File: config.mk
export PLATFORM = sky130hd
export DESIGN_NAME = bcd_countdown_timer
export DESIGN_NICKNAME = d
export VERILOG_FILES = /design/src/rtl/timer_pkg.sv /design/src/rtl/bcd_time_dec.sv /design/src/rtl/bcd_countdown_timer.sv
export SDC_FILE = /design/constraint.sdc
export NUM_CORES = 1
export LEC_CHECK = 0
export CORE_UTILIZATION = 30
export CTS_BUF_LIST = sky130_fd_sc_hd__clkbuf_4
export CTS_CLUSTER_DIAMETER = 60
export CTS_CLUSTER_SIZE = 20
export DETAILED_ROUTE_END_ITERATION = 8
export PLACE_DENSITY_LB_ADDON = 0.2
export SYNTH_ARGS = -nofsm -noshare
export SYNTH_HDL_FRONTEND = slang
export SYNTH_HIERARCHICAL = 1
export SYNTH_SLANG_ARGS = --single-unit
File: constraint.sdc
create_clock -name clk -period 4.6 [get_ports clk]
set_input_delay 0.46 -clock clk [delete_from_list [all_inputs] [get_ports clk]]
set_output_delay 0.46 -clock clk [all_outputs]
set_load 0.02 [all_outputs]
File: src/rtl/timer_pkg.sv
// Shared types and constants for the BCD countdown timer.
package timer_pkg;

    typedef enum logic [1:0] {
        ST_IDLE  = 2'b00,
        ST_RUN   = 2'b01,
        ST_PAUSE = 2'b10,
        ST_DONE  = 2'b11
    } state_e;

    // Digit slices of the packed {H1,H0,M1,M0,S1,S0} time word
    localparam int H1_MSB = 23;
    localparam int H1_LSB = 20;
    localparam int H0_MSB = 19;
    localparam int H0_LSB = 16;
    localparam int M1_MSB = 15;
    localparam int M1_LSB = 12;
    localparam int M0_MSB = 11;
    localparam int M0_LSB = 8;
    localparam int S1_MSB = 7;
    localparam int S1_LSB = 4;
    localparam int S0_MSB = 3;
    localparam int S0_LSB = 0;

    localparam int SEC_TENS_MAX = 5;
    localparam int MIN_TENS_MAX = 5;
    localparam int HOUR_MAX     = 23;
    localparam int DIGIT_MAX    = 9;

endpackage

File: src/rtl/bcd_time_dec.sv
// Combinational one-second decrement of a packed BCD HH:MM:SS value.
module bcd_time_dec
    import timer_pkg::*;
(
    input  logic [23:0] time_in,
    output logic [23:0] time_dec
);

    // Ripple a borrow from S0 upward; a zero digit wraps to its max and keeps borrowing.
    // H1 never wraps: the caller only decrements nonzero values.
    always_comb begin
        logic       borrow;
        logic [3:0] dig;
        logic [3:0] dmax;
        time_dec = time_in;
        borrow   = 1'b1;
        for (int i = 0; i < 6; i++) begin
            dig  = time_in[4*i +: 4];
            dmax = (i == 1) ? 4'(SEC_TENS_MAX) :
                   (i == 3) ? 4'(MIN_TENS_MAX) : 4'(DIGIT_MAX);
            if (borrow) begin
                if (dig == 4'd0 && i < 5) begin
                    time_dec[4*i +: 4] = dmax;
                end else begin
                    time_dec[4*i +: 4] = dig - 4'd1;
                    borrow             = 1'b0;
                end
            end
        end
    end

endmodule

File: src/rtl/bcd_countdown_timer.sv
// Nap countdown timer: loads a BCD HH:MM:SS value and counts it down once per second.
module bcd_countdown_timer
    import timer_pkg::*;
#(
    parameter int TICK_DIV = 50000000,
    parameter int PRE_W    = 26
) (
    input  logic        clk,
    input  logic        rst,
    input  logic        load,
    input  logic [23:0] load_time,
    input  logic        start,
    input  logic        pause,
    output logic [23:0] time_out,
    output logic [1:0]  state,
    output logic        running,
    output logic        expired,
    output logic        load_err
);

    state_e             state_q, state_d;
    logic [23:0]        time_q, time_d;
    logic [PRE_W-1:0]   pre_q, pre_d;
    logic               running_q, running_d;
    logic               expired_q, expired_d;
    logic               load_err_q, load_err_d;

    logic [23:0]        time_dec;
    logic               load_ok;
    logic               tick;
    logic               dec_zero;
    logic               time_nz;

    bcd_time_dec u_dec (
        .time_in  (time_q),
        .time_dec (time_dec)
    );

    // Load validation: every digit decimal, tens of minutes/seconds <= 5, hours <= 23
    always_comb begin
        logic [3:0] h1, h0, m1, m0, s1, s0;
        logic [7:0] hh;
        h1 = load_time[H1_MSB:H1_LSB];
        h0 = load_time[H0_MSB:H0_LSB];
        m1 = load_time[M1_MSB:M1_LSB];
        m0 = load_time[M0_MSB:M0_LSB];
        s1 = load_time[S1_MSB:S1_LSB];
        s0 = load_time[S0_MSB:S0_LSB];
        hh = {4'd0, h1} * 8'd10 + {4'd0, h0};
        load_ok = (h1 <= 4'(DIGIT_MAX)) && (h0 <= 4'(DIGIT_MAX)) &&
                  (m1 <= 4'(MIN_TENS_MAX)) && (m0 <= 4'(DIGIT_MAX)) &&
                  (s1 <= 4'(SEC_TENS_MAX)) && (s0 <= 4'(DIGIT_MAX)) &&
                  (hh <= 8'(HOUR_MAX));
    end

    assign tick     = (pre_q == PRE_W'(TICK_DIV - 1));
    assign dec_zero = (time_dec == 24'd0);
    assign time_nz  = (time_q != 24'd0);

    // State and output registers
    always_ff @(posedge clk or posedge rst) begin
        if (rst) begin
            state_q    <= ST_IDLE;
            time_q     <= 24'd0;
            pre_q      <= '0;
            running_q  <= 1'b0;
            expired_q  <= 1'b0;
            load_err_q <= 1'b0;
        end else begin
            state_q    <= state_d;
            time_q     <= time_d;
            pre_q      <= pre_d;
            running_q  <= running_d;
            expired_q  <= expired_d;
            load_err_q <= load_err_d;
        end
    end

    // Next state: load dominates, then start/pause, then the final tick
    always_comb begin
        state_d = state_q;
        if (load) begin
            if (load_ok) state_d = ST_IDLE;
        end else begin
            unique case (state_q)
                ST_IDLE:  if (start && time_nz) state_d = ST_RUN;
                ST_RUN: begin
                    if (pause)                state_d = ST_PAUSE;
                    else if (tick && dec_zero) state_d = ST_DONE;
                end
                ST_PAUSE: if (start) state_d = ST_RUN;
                ST_DONE:  state_d = ST_DONE;
                default:  state_d = ST_IDLE;
            endcase
        end
    end

    // Datapath and pulse outputs; a pause in RUN freezes the prescaler so the partial second survives
    always_comb begin
        time_d     = time_q;
        pre_d      = pre_q;
        expired_d  = 1'b0;
        load_err_d = 1'b0;
        if (load) begin
            if (load_ok) begin
                time_d = load_time;
                pre_d  = '0;
            end else begin
                load_err_d = 1'b1;
            end
        end else begin
            unique case (state_q)
                ST_IDLE: if (start && time_nz) pre_d = '0;
                ST_RUN: begin
                    if (!pause) begin
                        if (tick) begin
                            pre_d     = '0;
                            time_d    = time_dec;
                            expired_d = dec_zero;
                        end else begin
                            pre_d = pre_q + PRE_W'(1);
                        end
                    end
                end
                default: ;
            endcase
        end
        running_d = (state_d == ST_RUN);
    end

    assign time_out = time_q;
    assign state    = state_q;
    assign running  = running_q;
    assign expired  = expired_q;
    assign load_err = load_err_q;

endmodule

==> metrics.yaml <==
outcome: "completed"
comb_power_share_pct: 49.0
clockPowerShare_pct: 15.8
insertion_delay_ns: 0.42
port_buffers: 57
drt-pass1-iter-count: 4
clock_path_buffers: 2
nNetsFinal: 546
first_iter_violations: 310
grtUsageTotal_pct: 16.4
cts_tree: "built"
skew_ns: 0.0138
utilization_pct: 37.3
drtAntennaViolNets: 0
relSlewSlack_pct: 38.9
final_common_cell: "clkdlybuf4s50_1"
hp-class: "in2async"
drive_gt1_share_pct: 6.52
dpl.hpwl_um: 7710
r2r-start: "time_out[0]"
setup_tns_ns: 0
synth_edf_count: 0
fp.coreArea_um2: 12800
avgRoutedWirePerCell_um: 16.0
layout_common_cells: "clkdlybuf4s50_1 (56), dfrtp_1 (55), nor2_1 (46), nand2_1 (37), o21ai_0 (35)"
hold_viol_final: 0
clkTransAtPathRegs_ns: 0.17
p_leak_uw: 0.00211
synth-seq-cells: 55
cts_resized: 0
p_sw_uw: 777
grt_pass1_wl_um: 17500
required_ns: 4.94
crit_path_max_incr_delay_ns: 0.57
rsz0062_at_grt: "no"
drv_cap: 0
power.density_nw_per_um2: 381
h-tree-depth: 2
r2r-end: "running"
clock-sinks: 55
ys_warn_count: 6
multi_input_area_um2: 2440
path_common_cell: "ha_1"
fp-row-count: 41
vias: 3639
place_congestion: 0.806
arrival_ns: 3.88
slowest_stage: "nor3_4"
fin_cells: 678
internal_power_uw: 1040
timing.final.crit_share_pct: 77.0
numCtsBuffers: 5
async_flop_share_pct: 100
postSynthCellCount: 462
synth-main-ff-cell: "dfrtp_1"
grt_max_degree: 49
hold_buffers: 0
initial_utilization_pct: 31.2
grt_pass1_vias: 3424
setup_viol: 0
antenna_found_initial: 0
finalCriticalPeriod_ns: 3.54
ff_latch_area_um2: 1380
boundaryPins: 58
swShare_pct: 42.8
gr-total-overflow: 0
post_cts_buffers: 0
drc: 0
die_height_um: 117
critPathTopFamily: "adder cells"
ys_seq_area_share_pct: 34.6
startpoint: "load_time[23]"
dp_cells: 671
synth_area_um2: 3980
reg2reg_slack_ns: 1.16
seqPwrFrac_pct: 35.2
cp_cell_sequence: "clkdlybuf4s50_1 -> ha_1 -> ha_1 -> inv_1 -> fa_1 -> xor2_1 -> a211oi_1 -> o211ai_1 -> nor3_4 -> buf_4 -> o21ai_1 -> a22o_1"
critPathMaxFanout: 17
synth_fp_nets: 502
path_buf_inv: 3
final_area_um2: 4760
die-area_um2: 13700
crit_path_start_kind: "input port"
finalMaxSlewViolations: 0
synth.avg_cell_area_um2: 8.62
ys_types: 69
reg2regPathDepth: 10
end_kind: "register"
vdd.ir_drop.worst_mv: 0.122
diodes: 0
die_x_um: 117
dpl_cell_area_um2: 4690
vias_per_cell: 5.37
fill_cells: 1308
fmax_mhz: 282
finalWirelength_um: 10900
root_buffer: "clkbuf_4"
crit_type: "in2reg"
tightest_slew_ns: 0.917
areaGrowthSynthToFinish_pct: 19.6
-- layer usage --
layer,global-route usage [%],wire length [um],share of wire [%]
met5,0,0,0
met4,3.80,79,0.73
met3,3.50,474,4.4
met2,28.4,5160,47
met1,20.9,5160,47
-- sequential cells by signal, indices dropped and copies added (netlist names) --
register and count:
expired 1, load_err 1, running 1, time_out 24, state 2, pre_q 26
-- layout make-up --
cell class,instances,area share [%]
multi-input cells,368,51.3
flip-flops and latches,55,28.9
repair buffers,61,12.5
well taps,172,4.52
inverters,15,1.18
clock buffers,5,0.788
clock inverters,2,0.788
-- power groups by stage --
stage / logic [uW] / clock network (uW) / registers [uW]
2_1_floorplan: 574 / 0 / 679
3_3_place_gp: 879 / 0 / 646
3_5_place_dp: 888 / 0 / 649
4_1_cts: 894 / 305 / 638
5_1_grt: 986 / 316 / 652
6_report: 890 / 287 / 639
-- cell families after synthesis --
group	Yosys count	synth area share [%]
adder cells (fa/ha/maj)	11	3.83
flip-flops	55	34.6
AO/OA/AOI/OAI	125	20.7
AND/OR/NAND/NOR	189	26.1
multiplexers	30	7.63
XOR/XNOR	13	2.86
buffers and inverters	39	4.30
-- Yosys cell counts, drive strengths merged (2+ instances only) --
cell type  instances  area (um2)
nor3              24         136
o41ai              2        17.5
o21bai             3        22.5
o22ai              3        18.8
clkbuf            11        41.3
nand2             38         145
a21o              21         158
and3               6        37.5
o211ai             4        30.0
nand3b             2        15.0
nor2              46         173
nand4             15         100
a21oi             29         149
nor3b              3        22.5
nor2b              3        18.8
nand4b             2        17.5
xnor2              3        26.3
o21ai             37         185
inv               15        56.3
or4b               2        23.8
or3                2        17.5
fa                 2        40.0
xor2              10        87.6
and2               3        18.8
nand2b             3        18.8
nand3              6        30.0
and4               4        35.0
ha                 9         113
a211oi             5        42.5
mux2               3        33.8
dfrtp             55        1380
buf               13        73.8
nor4              23         165
mux2i             27         270
o21a               2        15.0
a22o               5        43.8
o31ai              3        27.5
a31oi              2        27.5
-- worst max path at each step --
stage	endpoint	slack, ns	depth (start not counted)
finish	pre_q[18]	1.06	12
global route	pre_q[13]	0.82	12
CTS	pre_q[13]	1.06	12
detailed placement	pre_q[18]	0.56	12
global placement	pre_q[18]	0.65	12
floorplan	running	1.69	10
-- metrics by stage --
step	power, uW	hold WS (ns)	worst slack [ns]
final	1820	0.219	1.06
after global routing	1950	0.204	0.816
after CTS	1840	0.194	1.06
after detailed placement	1540	0.501	0.556
after global placement	1520	0.486	0.654
after floorplan	1250	0.464	1.69
Power figures use the tool's default switching activity.
